<file path="src/rtl/alu_operand_stage.sv">
// Y86-64 execute-stage front end: selects ALU operands A/B and the function code
// from decoded fields and registers them for the ALU.
module alu_operand_stage #(
  parameter int WIDTH      = 64,
  parameter int STACK_STEP = 8
) (
  input  logic             clk,
  input  logic             rst,
  input  logic             en,
  input  logic [3:0]       icode,
  input  logic [3:0]       ifun,
  input  logic [WIDTH-1:0] valA,
  input  logic [WIDTH-1:0] valB,
  input  logic [WIDTH-1:0] valC,
  output logic [WIDTH-1:0] aluA,
  output logic [WIDTH-1:0] aluB,
  output logic [1:0]       alufun,
  output logic             fun_err
);

  // Negative step is formed by subtraction so it stays sign-correct at any WIDTH.
  localparam logic [WIDTH-1:0] STEP_POS = WIDTH'(STACK_STEP);
  localparam logic [WIDTH-1:0] STEP_NEG = {WIDTH{1'b0}} - STEP_POS;

  logic [WIDTH-1:0] alu_a_s;
  logic [WIDTH-1:0] alu_b_s;
  logic [1:0]       alufun_s;
  logic             fun_err_s;

  // Operand A selection.
  always_comb begin
    alu_a_s = {WIDTH{1'b0}};
    case (icode)
      4'h2, 4'h6:       alu_a_s = valA;
      4'h3, 4'h4, 4'h5: alu_a_s = valC;
      4'h8, 4'hA:       alu_a_s = STEP_NEG;
      4'h9, 4'hB:       alu_a_s = STEP_POS;
      default:          alu_a_s = {WIDTH{1'b0}};
    endcase
  end

  // Operand B selection.
  always_comb begin
    alu_b_s = {WIDTH{1'b0}};
    case (icode)
      4'h4, 4'h5, 4'h6, 4'h8, 4'h9, 4'hA, 4'hB: alu_b_s = valB;
      default:                                  alu_b_s = {WIDTH{1'b0}};
    endcase
  end

  // Function select; only OPq passes ifun through, out-of-range ifun flags an error.
  always_comb begin
    alufun_s  = 2'd0;
    fun_err_s = 1'b0;
    if (icode == 4'h6) begin
      if (ifun[3:2] == 2'b00) begin
        alufun_s  = ifun[1:0];
        fun_err_s = 1'b0;
      end else begin
        alufun_s  = 2'd0;
        fun_err_s = 1'b1;
      end
    end else begin
      alufun_s  = 2'd0;
      fun_err_s = 1'b0;
    end
  end

  // Output registers with capture enable.
  always_ff @(posedge clk or posedge rst) begin
    if (rst) begin
      aluA    <= {WIDTH{1'b0}};
      aluB    <= {WIDTH{1'b0}};
      alufun  <= 2'd0;
      fun_err <= 1'b0;
    end else if (en) begin
      aluA    <= alu_a_s;
      aluB    <= alu_b_s;
      alufun  <= alufun_s;
      fun_err <= fun_err_s;
    end
  end

endmodule

</file>
<file path="config.mk">
export PLATFORM = sky130hd
export DESIGN_NAME = alu_operand_stage
export DESIGN_NICKNAME = d
export VERILOG_FILES = /design/src/rtl/alu_operand_stage.sv
export SDC_FILE = /design/constraint.sdc
export NUM_CORES = 1
export LEC_CHECK = 0
export BUFFER_PORTS_ARGS = -buffer_cell sky130_fd_sc_hd__buf_2
export CAP_MARGIN = 20
export CORE_MARGIN = 1
export CORE_UTILIZATION = 44
export DETAILED_ROUTE_END_ITERATION = 8
export GPL_TIMING_DRIVEN = 0
export HOLD_SLACK_MARGIN = 0.08
export PLACE_DENSITY = 0.77
export SLEW_MARGIN = 5
export SYNTH_ARGS = -nofsm -noshare
export SYNTH_HDL_FRONTEND = slang
export SYNTH_SLANG_ARGS = --single-unit
export TNS_END_PERCENT = 30
</file>
<file path="constraint.sdc">
create_clock -name clk -period 3.45 [get_ports clk]
set_input_delay 0.1725 -clock clk [delete_from_list [all_inputs] [get_ports clk]]
set_output_delay 0.1725 -clock clk [all_outputs]
set_load 0.1 [all_outputs]
</file>
==> impl_metrics.prom <==
# TYPE chip_impl_metric gauge
chip_impl_metric{name="first_global_vias",unit=""} 8511
chip_impl_info{name="worst_r2r_startpoint",value="aluA[22]$_DFFE_PP0P_"} 1
chip_impl_metric{name="synthesis.yosys.warnings",unit=""} 0
chip_impl_metric{name="total_power",unit="mW"} 5.580
chip_impl_metric{name="netlist_area",unit="µm²"} 8044
chip_impl_info{name="worst_setup_path_startpoint",value="aluA[39]$_DFFE_PP0P_"} 1
chip_impl_metric{name="pwr_density_cell",unit="nW/µm²"} 488.1
chip_impl_metric{name="cap_violations",unit=""} 0
chip_impl_metric{name="timing.critical_path.required",unit="ns"} 3.28
chip_impl_info{name="regToRegEndpoint",value="aluA[22]$_DFFE_PP0P_"} 1
chip_impl_info{name="min_path_type",value="in2reg"} 1
chip_impl_metric{name="die_h",unit="µm"} 137.2
chip_impl_metric{name="synth-seq-area-share",unit=""} 0.4075
chip_impl_metric{name="timing.critical_path.fanout_max",unit=""} 3
chip_impl_info{name="grt_most_used_layer",value="met2"} 1
chip_impl_metric{name="flow.area_growth_from_synthesis",unit="%"} 42.11
chip_impl_metric{name="finalSetupViolations",unit=""} 0
chip_impl_metric{name="design.portCount",unit=""} 334
chip_impl_info{name="layout.cells.most_common_list",value="352 x sky130_fd_sc_hd__buf_2, 131 x sky130_fd_sc_hd__dfrtp_1, 128 x sky130_fd_sc_hd__nand2_1"} 1
chip_impl_metric{name="grt_pass1_wl",unit="µm"} 43470
chip_impl_metric{name="worst_setup_hold_path_clk_slew",unit="ns"} 0.05
chip_impl_info{name="critical_path_endpoint_category",value="primary output"} 1
chip_impl_metric{name="post_synth.cell_area_avg",unit="µm²"} 9.120
chip_impl_metric{name="final_critical_path_required_period",unit="ns"} 1.437
chip_impl_info{name="yosys.area.top_type",value="sky130_fd_sc_hd__dfrtp_1"} 1
chip_impl_metric{name="start_util",unit=""} 0.4478
chip_impl_metric{name="clkSinkCount",unit=""} 131
chip_impl_metric{name="die_area",unit="µm²"} 18830
chip_impl_metric{name="rows",unit=""} 49
chip_impl_metric{name="yosys.cell_types.count",unit=""} 30
chip_impl_info{name="cp_slowest_cell",value="sky130_fd_sc_hd__buf_2"} 1
chip_impl_metric{name="critPathArrivalTime",unit="ns"} 1.26
chip_impl_metric{name="maxClockFrequency",unit="MHz"} 695.7
chip_impl_info{name="clockRootBuffer",value="sky130_fd_sc_hd__clkbuf_16"} 1
chip_impl_info{name="launch_point_of_the_worst_hold_path",value="ifun[3]"} 1
chip_impl_metric{name="power_leakage",unit="nW"} 5.447
chip_impl_metric{name="critical_path_buf_inv_count",unit=""} 1
chip_impl_metric{name="max_rail_drop_vdd",unit="V"} 0.0006107
chip_impl_metric{name="route.vias.total",unit=""} 8814
chip_impl_metric{name="tns",unit="ns"} 0
chip_impl_metric{name="syn-instance-count",unit=""} 882
chip_impl_metric{name="drt_iter0_drc",unit=""} 485
chip_impl_metric{name="period_share",unit=""} 0.4167
chip_impl_metric{name="syn-num-nets",unit=""} 1085
chip_impl_info{name="tritoncts",value="yes"} 1
chip_impl_metric{name="layout.nets",unit=""} 1510
chip_impl_metric{name="worst_hold_path.num_cells",unit=""} 3
chip_impl_info{name="sequence_of_cells_on_the_critical_path",value="buf_2"} 1
chip_impl_metric{name="dp.final_hpwl",unit="µm"} 19950
chip_impl_metric{name="timing.slew.headroom",unit=""} 0.5494
chip_impl_metric{name="floorplan.die.width",unit="µm"} 137.2
chip_impl_info{name="cpLargestDelayFamily",value="buffers and inverters"} 1
chip_impl_metric{name="grt_max_degree",unit=""} 41
chip_impl_metric{name="postLayoutCoreUtil",unit=""} 0.6363
chip_impl_metric{name="worst-r2r-cell-count",unit=""} 2
chip_impl_metric{name="yosys_register_bits",unit=""} 131
chip_impl_metric{name="route.antenna.remaining_nets",unit=""} 0
chip_impl_info{name="critPathLaunchType",value="flop"} 1
chip_impl_metric{name="clock_skew",unit="ns"} 0
chip_impl_metric{name="core_area",unit="µm²"} 17960
chip_impl_metric{name="global_placer_s_final_weighted_congestion",unit=""} 0.8403
chip_impl_metric{name="cts.repair.resized",unit=""} 0
chip_impl_metric{name="avgViaCountPerCell",unit=""} 5.665
chip_impl_metric{name="cp_num_cells",unit=""} 1
chip_impl_metric{name="grt_util_all_layers",unit=""} 0.2993
chip_impl_metric{name="timing.final.max_slew_violations",unit=""} 0
chip_impl_info{name="status",value="finished clean"} 1
chip_impl_metric{name="gr-total-overflow",unit=""} 0
chip_impl_metric{name="use_met1",unit=""} 0.3784
chip_impl_info{name="layout.cells.most_common",value="sky130_fd_sc_hd__buf_2"} 1
chip_impl_metric{name="met2_track_utilization_from_global_routing",unit=""} 0.4776
chip_impl_info{name="hold_path_end",value="fun_err$_DFFE_PP0P_"} 1
chip_impl_info{name="rsz_0062_raised_after_global_routing",value="false"} 1
chip_impl_metric{name="clk_path_buf_depth",unit=""} 2
chip_impl_metric{name="hold_viol_final",unit=""} 0
chip_impl_info{name="yosys-top-cells-area",value="sky130_fd_sc_hd__dfrtp_1 41%, sky130_fd_sc_hd__a22oi_2 8.7%, sky130_fd_sc_hd__a21oi_1 7.5%, sky130_fd_sc_hd__a311o_1 7.5%, sky130_fd_sc_hd__nand2_1 6.0%"} 1
chip_impl_metric{name="final_layout_size_suffix_gt1_frac",unit=""} 0.3594
chip_impl_metric{name="routedWlPerCell",unit="µm"} 18.27
chip_impl_metric{name="reg2reg_slack",unit="ns"} 2.66
chip_impl_metric{name="cts_buffers",unit=""} 17
chip_impl_metric{name="final_layout_fill_cell_count",unit=""} 1515
chip_impl_metric{name="worst-slew-pin-transition",unit="ns"} 0.6758
chip_impl_metric{name="place.port_buffers",unit=""} 332
chip_impl_metric{name="ff_latch_area",unit="µm²"} 3278
chip_impl_info{name="setup.worst_path.class",value="reg2out"} 1
chip_impl_metric{name="critPathMaxStageDelay",unit="ns"} 0.46
chip_impl_metric{name="cts-htree-levels",unit=""} 4
chip_impl_metric{name="synth_top_area_share",unit=""} 0.4075
chip_impl_metric{name="multi_input_area",unit="µm²"} 3994
chip_impl_metric{name="drt-pass1-iter-count",unit=""} 7
chip_impl_metric{name="drc_markers",unit=""} 0
chip_impl_metric{name="clkLatencyLatePin",unit="ns"} 0.40
chip_impl_metric{name="m3_gr_usage",unit=""} 0.06291
chip_impl_metric{name="wl",unit="µm"} 28420
chip_impl_metric{name="grt_antenna_before_repair",unit=""} 10
## per-stage QoR
stage | hold slack, ns | std cells | area (µm²) | setup WS [ns]
6_report | 0.1273 | 1556 | 11430 | 2.013
5_1_grt | 0.1210 | 1556 | 11430 | 1.977
4_1_cts | 0.09125 | 1548 | 11410 | 1.991
3_5_place_dp | 0.2252 | 1446 | 10060 | 1.701
3_3_place_gp | 0.4044 | 1443 | 9996 | 0.7267
2_1_floorplan | 0.2944 | 882 | 8048 | 1.654
## layer usage
metal  part of all wire  up-vias
met5            0.00046        -
met4              0.044        2
met3              0.070       84
met2               0.48      433
met1               0.41     4257
li1                   -     4038
## worst register-to-register path, delay by kind of cell (launching register included)
family	cells	cell delay [ns]
flip-flops	1	0.41
AO/OA/AOI/OAI	2	0.26
## Yosys cell counts
library cell	n
sky130_fd_sc_hd__buf_6	9
sky130_fd_sc_hd__a22oi_2	56
sky130_fd_sc_hd__a31oi_1	3
sky130_fd_sc_hd__nand4_1	1
sky130_fd_sc_hd__a22oi_1	4
sky130_fd_sc_hd__inv_2	1
sky130_fd_sc_hd__buf_2	20
sky130_fd_sc_hd__a21oi_4	2
sky130_fd_sc_hd__nor2_1	1
sky130_fd_sc_hd__inv_1	68
sky130_fd_sc_hd__nand3_1	1
sky130_fd_sc_hd__nand2_1	128
sky130_fd_sc_hd__buf_4	17
sky130_fd_sc_hd__o2bb2ai_1	4
sky130_fd_sc_hd__o31ai_1	64
sky130_fd_sc_hd__a21oi_1	120
sky130_fd_sc_hd__o21ai_4	1
sky130_fd_sc_hd__nor4_1	1
sky130_fd_sc_hd__nand2b_1	60
sky130_fd_sc_hd__and3b_1	3
sky130_fd_sc_hd__clkbuf_1	49
sky130_fd_sc_hd__a311o_1	60
sky130_fd_sc_hd__and4b_1	1
sky130_fd_sc_hd__nor4bb_1	2
sky130_fd_sc_hd__nor2b_1	7
sky130_fd_sc_hd__nor3b_2	1
sky130_fd_sc_hd__o21ai_0	6
sky130_fd_sc_hd__o31a_1	1
sky130_fd_sc_hd__dfrtp_1	131
sky130_fd_sc_hd__nand3b_1	60
## report_power, final
group          leakage (nW)  total (mW)  internal (mW)  switching, mW
Clock                 0.309        2.02           1.30          0.716
Sequential             1.75        1.73           1.65         0.0778
Combinational          3.39        1.83          0.456           1.38
Total                  5.45        5.58           3.41           2.17
## layout make-up
type                       instances  area share
clock buffer                      18     0.03842
buffer                            95     0.04488
tap                              229     0.02507
timing repair buffer             406      0.2128
sequential                       131      0.2868
multi-input combinational        587      0.3494
inverter                          69     0.02299
antenna                            8    0.001751
clock inverter                    13     0.01795
## state kept, by name, summed over array words and instances, names as in the netlist
signal and flops:
aluB 64, aluA 64, alufun 2, fun_err 1
## logic make-up (layout without fill, tap and decap cells)
kind of cell,Yosys count,in the layout,share of synthesized area
AOI/OAI and AO/OA,321,321,0.3175
buffers and inverters,164,601,0.09597
DFF,131,131,0.4075
other,0,8,0
and+or+nand+nor,266,266,0.1790
## timing repair
item,CTS,global route
hold endpoints to repair,86,0
hold buffers,71,0
setup buffers,0,0
## worst max-delay path by stage
stage / to / slack [ns]
after floorplan: aluA[0]$_DFFE_PP0P_ / 1.65
after global placement: aluA[60]$_DFFE_PP0P_ / 0.73
after detailed placement: aluB[47]$_DFFE_PP0P_ / 1.70
after CTS: aluA[12] / 1.99
after global routing: aluA[12] / 1.98
final: aluA[39] / 2.01
Note: power is estimated with default switching activity, not from simulation.
